File: src/rtl/pulse_period_meter_pkg.sv
// ============================================================
// pulse_pkg : shared FSM encoding and defaults for the pulse generator/meter pair
// Rev 1.0
// ============================================================
`default_nettype none

package pulse_pkg;

  typedef enum logic {
    ST_IDLE    = 1'b0,
    ST_MEASURE = 1'b1
  } state_t;

  localparam int          c_DEFAULT_WIDTH       = 32;
  localparam int          c_DEFAULT_SYNC_STAGES = 2;
  // 2 s at 50 MHz
  localparam logic [31:0] c_DEFAULT_TIMEOUT     = 32'd100000000;

endpackage

`default_nettype wire

File: src/rtl/pulse_period_meter_if.sv
// ============================================================
// pulse_period_meter_if : pulse input, clear and measurement results
// Rev 1.0
// ============================================================
`default_nettype none

interface pulse_period_meter_if #(
  parameter int WIDTH = 32
);

  logic             pulse_in;
  logic             clear;
  logic             edge_strobe;
  logic             period_valid;
  logic [WIDTH-1:0] period_out;
  logic [WIDTH-1:0] pulse_count;
  logic             timeout;

  modport master (
    output pulse_in,
    output clear,
    input  edge_strobe,
    input  period_valid,
    input  period_out,
    input  pulse_count,
    input  timeout
  );

  modport slave (
    input  pulse_in,
    input  clear,
    output edge_strobe,
    output period_valid,
    output period_out,
    output pulse_count,
    output timeout
  );

endinterface

`default_nettype wire

File: src/rtl/pulse_period_meter_sync_edge.sv
// ============================================================
// pulse_sync_edge : async input synchronizer with combinational rising-edge detect
// Rev 1.0
// ============================================================
`default_nettype none

module pulse_sync_edge #(
  parameter int SYNC_STAGES = 2
) (
  input  wire logic clk,
  input  wire logic rst_n,
  input  wire logic i_async,
  output logic      o_rise
);

  logic [SYNC_STAGES-1:0] r_sync;
  logic                   r_prev;

  always_ff @(posedge clk or negedge rst_n) begin
    if (!rst_n) begin
      r_sync <= '0;
      r_prev <= 1'b0;
    end else begin
      r_sync <= {r_sync[SYNC_STAGES-2:0], i_async};
      r_prev <= r_sync[SYNC_STAGES-1];
    end
  end

  assign o_rise = r_sync[SYNC_STAGES-1] & ~r_prev;

endmodule

`default_nettype wire

File: src/rtl/pulse_period_meter.sv
// ============================================================
// pulse_period_meter : counts rising edges of an async pulse and measures their spacing
// Rev 1.0
// ============================================================
`default_nettype none

module pulse_period_meter
  import pulse_pkg::*;
#(
  parameter int          WIDTH       = c_DEFAULT_WIDTH,
  parameter int          SYNC_STAGES = c_DEFAULT_SYNC_STAGES,
  parameter logic [31:0] TIMEOUT     = c_DEFAULT_TIMEOUT
) (
  input wire logic            clk,
  input wire logic            rst_n,
  pulse_period_meter_if.slave bus
);

  logic             w_rise;
  logic [WIDTH:0]   w_cnt_inc;
  logic [WIDTH-1:0] w_cnt_sat;
  logic             w_timeout_hit;

  state_t           r_state;
  logic [WIDTH-1:0] r_cnt;
  logic [WIDTH-1:0] r_period;
  logic [WIDTH-1:0] r_count;
  logic             r_timeout;
  logic             r_edge;
  logic             r_valid;

  pulse_sync_edge #(
    .SYNC_STAGES(SYNC_STAGES)
  ) u_sync_edge (
    .clk    (clk),
    .rst_n  (rst_n),
    .i_async(bus.pulse_in),
    .o_rise (w_rise)
  );

  // The interval counter saturates so a narrow WIDTH still reports a pinned period.
  assign w_cnt_inc     = {1'b0, r_cnt} + {{WIDTH{1'b0}}, 1'b1};
  assign w_cnt_sat     = w_cnt_inc[WIDTH] ? {WIDTH{1'b1}} : w_cnt_inc[WIDTH-1:0];
  assign w_timeout_hit = (64'(w_cnt_inc) >= 64'(TIMEOUT));

  always_ff @(posedge clk or negedge rst_n) begin
    if (!rst_n) begin
      r_state   <= ST_IDLE;
      r_cnt     <= '0;
      r_period  <= '0;
      r_count   <= '0;
      r_timeout <= 1'b0;
      r_edge    <= 1'b0;
      r_valid   <= 1'b0;
    end else if (bus.clear) begin
      // A rise coincident with clear is dropped entirely.
      r_state   <= ST_IDLE;
      r_cnt     <= '0;
      r_period  <= '0;
      r_count   <= '0;
      r_timeout <= 1'b0;
      r_edge    <= 1'b0;
      r_valid   <= 1'b0;
    end else begin
      r_edge  <= w_rise;
      r_valid <= 1'b0;
      if (w_rise) begin
        r_count <= r_count + WIDTH'(1);
      end
      case (r_state)
        ST_IDLE: begin
          if (w_rise) begin
            r_cnt     <= '0;
            r_timeout <= 1'b0;
            r_state   <= ST_MEASURE;
          end
        end
        ST_MEASURE: begin
          if (w_rise) begin
            r_period <= w_cnt_sat;
            r_valid  <= 1'b1;
            r_cnt    <= '0;
          end else begin
            r_cnt <= w_cnt_sat;
            if (w_timeout_hit) begin
              r_timeout <= 1'b1;
              r_state   <= ST_IDLE;
            end
          end
        end
      endcase
    end
  end

  assign bus.edge_strobe  = r_edge;
  assign bus.period_valid = r_valid;
  assign bus.period_out   = r_period;
  assign bus.pulse_count  = r_count;
  assign bus.timeout      = r_timeout;

endmodule

`default_nettype wire

File: src/flat_wrapper.sv
// flat-port wrapper written by rule: the top's interface ports become plain ports
module pulse_period_meter_flat import pulse_pkg::*;
#(
  parameter int          WIDTH       = c_DEFAULT_WIDTH,
  parameter int          SYNC_STAGES = c_DEFAULT_SYNC_STAGES,
  parameter logic [31:0] TIMEOUT     = c_DEFAULT_TIMEOUT
)
  (clk, rst_n, bus_pulse_in, bus_clear, bus_edge_strobe, bus_period_valid, bus_period_out, bus_pulse_count, bus_timeout);
  pulse_period_meter_if #(.WIDTH(WIDTH)) bus_i ();
  input wire logic clk;
  input wire logic rst_n;
  input wire logic [$bits(bus_i.pulse_in)-1:0] bus_pulse_in;
  input wire logic [$bits(bus_i.clear)-1:0] bus_clear;
  output wire logic [$bits(bus_i.edge_strobe)-1:0] bus_edge_strobe;
  output wire logic [$bits(bus_i.period_valid)-1:0] bus_period_valid;
  output wire logic [$bits(bus_i.period_out)-1:0] bus_period_out;
  output wire logic [$bits(bus_i.pulse_count)-1:0] bus_pulse_count;
  output wire logic [$bits(bus_i.timeout)-1:0] bus_timeout;
  assign bus_i.pulse_in = bus_pulse_in;
  assign bus_i.clear = bus_clear;
  assign bus_edge_strobe = bus_i.edge_strobe;
  assign bus_period_valid = bus_i.period_valid;
  assign bus_period_out = bus_i.period_out;
  assign bus_pulse_count = bus_i.pulse_count;
  assign bus_timeout = bus_i.timeout;
  pulse_period_meter #(.WIDTH(WIDTH), .SYNC_STAGES(SYNC_STAGES), .TIMEOUT(TIMEOUT)) u_core (.clk(clk), .rst_n(rst_n), .bus(bus_i));
endmodule
File: config.mk
export PLATFORM = sky130hd
export DESIGN_NAME = pulse_period_meter_flat
export DESIGN_NICKNAME = d
export VERILOG_FILES = /design/src/rtl/pulse_period_meter_pkg.sv /design/src/rtl/pulse_period_meter_if.sv /design/src/rtl/pulse_period_meter_sync_edge.sv /design/src/rtl/pulse_period_meter.sv /design/src/flat_wrapper.sv
export SDC_FILE = /design/constraint.sdc
export NUM_CORES = 1
export LEC_CHECK = 0
export ABC_AREA = 1
export CORE_MARGIN = 5
export CORE_UTILIZATION = 55
export CTS_CLUSTER_DIAMETER = 200
export DETAILED_ROUTE_END_ITERATION = 7
export PLACE_DENSITY = 0.79
export SLEW_MARGIN = 0
export SYNTH_ARGS = -nofsm -noshare
export SYNTH_HDL_FRONTEND = slang
export SYNTH_SLANG_ARGS = --single-unit
File: constraint.sdc
create_clock -name clk -period 2.3 [get_ports clk]
set_input_delay 0.575 -clock clk [delete_from_list [all_inputs] [get_ports clk]]
set_output_delay 0.575 -clock clk [all_outputs]
set_load 0.005 [all_outputs]
==> run summary, run 1 <==
Number of flops mapped to enable cells by yosys: 0
Die area: 12,320 sq um
Via count: 5,406
CP dominant cell by count: nor2_4
Die width: 111.0 um
Drt first-iter violations: 505
Clock Tree Buf Depth: 2
Top cell type's share of synthesized area: 45.93%
Clock sinks: 103
Initial antenna violation count: 0
Synthesized area per cell: 7.442 sq um
Total nets after synthesis: 761
Routability-driven placement congestion ratio: 0.9651
Cell Area, Synth: 5612 sq um
Final critical-path share of the clock period: 96.89%
Top cell type by total area after synthesis: dfrtp_1
Core area: 9864 sq um
Share of power burned in registers: 55.3%
Pin count of the biggest net entering global routing: 37
Worst skew pair latency: 390 ps
Outcome: finished, final reports clean
Type of the most critical hold path: in -> async
Row cnt: 36
DR pass1 iterations: 5
Internal power: 0.002524 W
Clock-pin slew on the worst setup and hold paths: 100 ps
Buffers added on ports: 70
Worst-Margin Slew: 479.1 ps
I/O Pins: 71
# Max-Cap Violations: 0
CTS tree: built
Worst setup EP type: flop
Wire length of the first global-routing pass: 26,560 um
Vias in the first global route: 5,352
Net Switching: 0.0007855 W
Final Util: 71.69%
Routed length per placed instance: 16.13 um
Top-count cell post-synth: nand2_1
FFs w/ async S/R, synth: 100.0%
Yosys reg bits: 103
Num CTS Buffers: 9
Crit-path slowest cell: dfrtp_1
Leak: 3.044 nW
Final wirelength: 16,050 um
Clock skew: 8.272 ps
Slew margin rel.: 68.06%
Final hold vios: 0
H-tree level count: 3
Clk pwr share: 39.2%
Die Ht: 111.0 um
P per Cell Area: 468.0 nW/um^2
Hold_buf cts: 0
Register area share after synthesis: 45.93%
Crit Path Max Fanout: 5
Total power: 0.003310 W
Max IR drop VDD: 0.6199 mV
Avg Vias per Cell: 5.433
Post-layout net count: 864
Max incr delay on CP: 400 ps
Required time at the worst-slack endpoint: 2580 ps
Ys flop type: dfrtp_1
Antenna Cells: 0
Commonest cells post-synth: nand2_1 (180), inv_1 (124), nor2_1 (108)
Detailed placer's ending HPWL: 11,320 um
CP Cell Sequence: inv_2 -> nand2_4 -> nor3_4 -> nand2_2 -> nor2_4 -> nand3_4 -> nor2_4 -> nand2_4 -> nor2_4 -> nand2_4 -> nor2_4 -> nand2_1 -> o21ai_1 -> nor2_1
Starting Density: 56.89%
Top cells by area, synth: dfrtp_1 (46%), nand2_1 (12%), inv_1 (8.3%), nor2_1 (7.2%), o22ai_1 (6.5%)
Fmax: 448.8 MHz
Total global routing overflow: 0
Worst EP arrival: 2510 ps
Net switching fraction of the power: 23.73%
ANT nets after route: 0
Ys Warns: 0
Unique masters post-synth: 33
Post-Syn Instances: 754
CP Class: reg -> reg
RSZ-0062 raised after global routing: yes
Share of cells above drive strength 1: 13.34%
Area delta synth->final: 26.02%
Root Buffer: clkbuf_8
Setup Viol. Count Final: 0
GRT Total Usage: 26.36%
Fill cells: 776
Worst setup SP type: flop
Logic gate share of total power: 5.5%
Drt drc: 0
Min Clock Period, post-route: 2228 ps
Pins Over Slew Limit: 0
Hold slack: 134.1 ps
[cells by family after synthesis]
| kind of cell | share of synthesized area (%) |
|---|---|
| AO/OA/AOI/OAI | 12.66 |
| XOR/XNOR | 1.093 |
| adder cells (fa/ha/maj) | 0.6690 |
| buffers and inverters | 9.498 |
| flip-flops | 45.93 |
| AND/OR/NAND/NOR | 30.15 |
[worst paths after layout]
kind | startpoint | to | slack [ps] | cells after the start
setup / recovery | u_core.u_sync_edge.r_prev | u_core.bus.pulse_count[29] | 70 | 14
hold / removal | rst_n | u_core.bus.period_out[19] | 130 | 1
setup reg to reg | u_core.u_sync_edge.r_prev | u_core.bus.pulse_count[29] | 70 | 14
hold reg to reg | u_core.u_sync_edge.r_sync[0] | u_core.u_sync_edge.r_sync[1] | 370 | 0
max in group asynchronous | rst_n | u_core.bus.pulse_count[1] | 1590 | 2
min in group clk | u_core.u_sync_edge.r_sync[0] | u_core.u_sync_edge.r_sync[1] | 370 | 0
[state kept, by name, summed over array words and instances (netlist names)]
signal and cells:
u_core.bus.timeout 1, u_core.bus.edge_strobe 1, u_core.u_sync_edge.r_prev 1, u_core.r_state 1
u_core.bus.period_out 32, u_core.r_cnt 32, u_core.bus.pulse_count 32, u_core.bus.period_valid 1
u_core.u_sync_edge.r_sync 2
[power by group through the flow]
stage / logic [W] / clock network [W] / registers (W)
3_5_place_dp: 0.000172 / 0 / 0.00186
2_1_floorplan: 0.0000660 / 0 / 0.00186
6_report: 0.000182 / 0.00130 / 0.00183
5_1_grt: 0.000202 / 0.00141 / 0.00183
3_3_place_gp: 0.000168 / 0 / 0.00186
4_1_cts: 0.000174 / 0.00134 / 0.00183
[cell type report]
cell class                      count  area, sq um  share of cell area, %
Clock inverter                      6        91.34                  1.292
Inverter                          125        469.2                  6.635
Sequential cell                   103         2582                  36.52
Clock buffer                       10        137.6                  1.946
Multi-Input combinational cell    510         2600                  36.77
Timing Repair Buffer              108         1025                  14.49
Tap cell                          133        166.4                  2.353
[layout by cell type, fill, tap and decap left out, types with 7 or more instances in the layout]
| cell type | netlist | layout |
|---|---|---|
| nor2_2 | 9 | 13 |
| clkdlybuf4s50_1 | 0 | 69 |
| o21ai_0 | 28 | 27 |
| nor3_1 | 10 | 10 |
| xor2_1 | 7 | 7 |
| nand3_1 | 35 | 32 |
| buf_4 | 0 | 35 |
| dfrtp_1 | 103 | 99 |
| a21oi_1 | 27 | 26 |
| o22ai_1 | 58 | 58 |
| nor2_1 | 108 | 101 |
| nor2_4 | 10 | 13 |
| nand2_2 | 4 | 8 |
| nand2_1 | 180 | 175 |
| clkbuf_8 | 0 | 10 |
| inv_1 | 124 | 123 |
[what timing repair did]
action,in CTS,in global routing
gates resized for setup,0,31
buffers inserted,1,18
endpoints found under the setup margin,1,31
pin swaps,1,13
[critical path, delay by kind of cell (launching register included)]
family	cells	cell delay [ps]
buffers and inverters	1	70
and+or+nand+nor	12	1500
DFF	1	400
AOI/OAI and AO/OA	1	140
[per-stage QoR]
stage / setup TNS (ps) / setup WS, ps / cells / area, sq um
6_report: 0 / 71.63 / 995 / 7072
4_1_cts: 0 / 11.59 / 977 / 6833
3_5_place_dp: -23.26 / -23.26 / 960 / 6596
2_1_floorplan: 0 / 342.8 / 754 / 5612
3_3_place_gp: 0 / 11.80 / 960 / 6596
5_1_grt: -315.8 / -63.45 / 995 / 7072
[layer usage]
layer / global-route usage (%) / part of all wire (%)
met1: 35.23 / 44
met2: 42.72 / 48
met3: 6.332 / 5.9
met4: 8.029 / 1.4
met5: 0 / 0
No activity file was read; power rests on OpenSTA's default activity.
==> run 2: changes to the inputs <==
--- a/config.mk
+++ b/config.mk
@@ -7,10 +7,9 @@
 export LEC_CHECK = 0
 export ABC_AREA = 1
 export CORE_MARGIN = 5
-export CORE_UTILIZATION = 55
-export CTS_CLUSTER_DIAMETER = 200
+export CORE_UTILIZATION = 35
 export DETAILED_ROUTE_END_ITERATION = 7
-export PLACE_DENSITY = 0.79
+export PLACE_DENSITY = 0.55
 export SLEW_MARGIN = 0
 export SYNTH_ARGS = -nofsm -noshare
 export SYNTH_HDL_FRONTEND = slang
==> run 2 against run 1 <==
Effect of this change: core utilization decreased by 26 points; sequential power about the same; count of clock-buffer cells in the layout decreased by 1; critical path depth increased by 2; cell area increased by 3.0%; hold slack got worse by 50 ps; via count decreased by 2.5%; critical endpoint is now u_core.bus.timeout; clock power increased by 25%; maximum frequency increased by 3.0%.
==> run summary, run 2 (synthesis results as in run 1) <==
DR pass1 iterations: 5
Final wirelength: 16,270 um
Clock Tree Buf Depth: 2
Max incr delay on CP: 430 ps
Logic gate share of total power: 4.8%
Final hold vios: 0
Worst-Margin Slew: 411.6 ps
Share of power burned in registers: 50.5%
Clock-pin slew on the worst setup and hold paths: 80 ps
Core area: 15,830 sq um
ANT nets after route: 0
Crit-path slowest cell: dfrtp_2
Worst skew pair latency: 360 ps
Avg Vias per Cell: 4.886
Clock skew: 15.43 ps
Antenna Cells: 0
Clk pwr share: 44.7%
Setup Viol. Count Final: 0
Hold_buf cts: 0
CP Cell Sequence: ha_4 -> nand2_4 -> nor2_4 -> nand2_4 -> nor2_4 -> nand3_2 -> nand2_2 -> nand3_2 -> nor2_1 -> nand2_1 -> nor2_1 -> nand2_1 -> nand3_2 -> nand2_1 -> nand2_1 -> nand2_1
Total global routing overflow: 0
Share of cells above drive strength 1: 13.67%
Die area: 18,670 sq um
Clock sinks: 103
Vias in the first global route: 5,089
GRT Total Usage: 18.00%
Pins Over Slew Limit: 0
Leak: 3.126 nW
Starting Density: 35.45%
RSZ-0062 raised after global routing: yes
Area delta synth->final: 29.77%
Routability-driven placement congestion ratio: 0.9426
# Max-Cap Violations: 0
Detailed placer's ending HPWL: 12,200 um
Net Switching: 0.0008813 W
Die width: 136.6 um
Die Ht: 136.6 um
Min Clock Period, post-route: 2164 ps
Worst setup SP type: flop
Row cnt: 46
Post-route insts no fill: 1,079
Final critical-path share of the clock period: 94.08%
Reg2Reg Setup Slack: 140 ps
Initial antenna violation count: 0
Worst EP arrival: 2420 ps
Pin count of the biggest net entering global routing: 57
Post-placement cell count: 1,049
Buffers added on ports: 70
P per Cell Area: 497.6 nW/um^2
I/O Pins: 71
Final Instance Area: 7282 sq um
Type of the most critical hold path: in -> async
Required time at the worst-slack endpoint: 2560 ps
Wire length of the first global-routing pass: 26,430 um
CTS tree: built
Most frequent cells in the layout: nand2_1 (175), inv_1 (124), dfrtp_1 (100)
Crit Path Max Fanout: 5
Slew margin rel.: 72.35%
Num CTS Buffers: 9
CP dominant cell by count: nand2_1
Post-layout net count: 865
Final Util: 46.01%
Outcome: finished, final reports clean
Max IR drop VDD: 0.3797 mV
Drt drc: 0
Via count: 5,272
Root Buffer: clkbuf_16
Worst setup EP type: flop
Hold slack: 84.12 ps
Net switching fraction of the power: 24.32%
Leading cell type in the layout, fill and taps excluded: nand2_1
H-tree level count: 3
Routed length per placed instance: 15.08 um
Placed cell area: 6733 sq um
CP Class: reg -> reg
Fmax: 462.1 MHz
Drt first-iter violations: 336
Internal power: 0.002742 W
-- run 2: cell types whose count changed in the layout (fill, tap and decap cells not counted), moves of 2 or more --
| cell | delta |
|---|---|
| clkbuf_8 | -10 |
| clkbuf_16 | +9 |
| nor2_1 | -4 |
| inv_6 | +3 |
| buf_4 | +2 |
| clkinvlp_4 | -2 |
| nor2_2 | +2 |
| nor2_4 | +2 |
-- run 2: timing repair --
item / 4_1_cts / 5_1_grt
endpoints found under the hold margin: 0 / 0
setup buffers: 2 / 12
pin swaps: 2 / 22
endpoints found under the setup margin: 1 / 7
gates resized for setup: 1 / 36
-- run 2: power by group through the flow --
stage                     combinational [W]  clock, W  sequential [W]
after global routing               0.000196   0.00175         0.00183
after CTS                          0.000173   0.00167         0.00183
after detailed placement           0.000172         0         0.00187
final                              0.000172   0.00162         0.00183
after floorplan                   0.0000660         0         0.00186
after global placement             0.000170         0         0.00186
-- run 2: final cells by class --
cell class	instances	area (sq um)
clock inverters	7	83.83
multi-input cells	510	2633
flip-flops and latches	103	2581
well taps	216	270.3
clock buffers	9	225.2
repair buffers	109	1020
inverters	125	469.2
fillers	1582	8546
-- run 2: worst max-delay path, delay by kind of cell (launching register included) --
family        cells  cell delay, ps
simple gates     15            1450
fa+ha+maj         1             170
flops             1             430
-- run 2: path summary, 6_finish.rpt --
kind / startpoint / endpoint / cells after the start
worst max-delay path: u_core.r_cnt[1] / u_core.bus.timeout / 16
worst min-delay path: rst_n / u_core.bus.period_out[7] / 1
worst max register to register: u_core.r_cnt[1] / u_core.bus.timeout / 16
worst min register to register: u_core.u_sync_edge.r_sync[0] / u_core.u_sync_edge.r_sync[1] / 0
max in group asynchronous: rst_n / u_core.bus.period_out[22] / 2
min in group clk: u_core.u_sync_edge.r_sync[0] / u_core.u_sync_edge.r_sync[1] / 0
-- run 2: metal layers --
metal / part of all wire [%] / routed length (um) / global-route usage (%)
met1: 48 / 7766 / 25.38
met2: 47 / 7631 / 28.20
met3: 4.0 / 654 / 4.265
met4: 1.3 / 214 / 3.919
met5: 0 / 0 / 0
-- run 2: stage by stage --
stage	setup TNS [ps]	total power (W)	setup WS [ps]
after floorplan	0	0.001930	342.8
final	0	0.003623	136.1
after global placement	-33.40	0.002034	-33.40
after CTS	0	0.003667	4.372
after detailed placement	-54.39	0.002037	-54.39
after global routing	-85.90	0.003773	-61.51
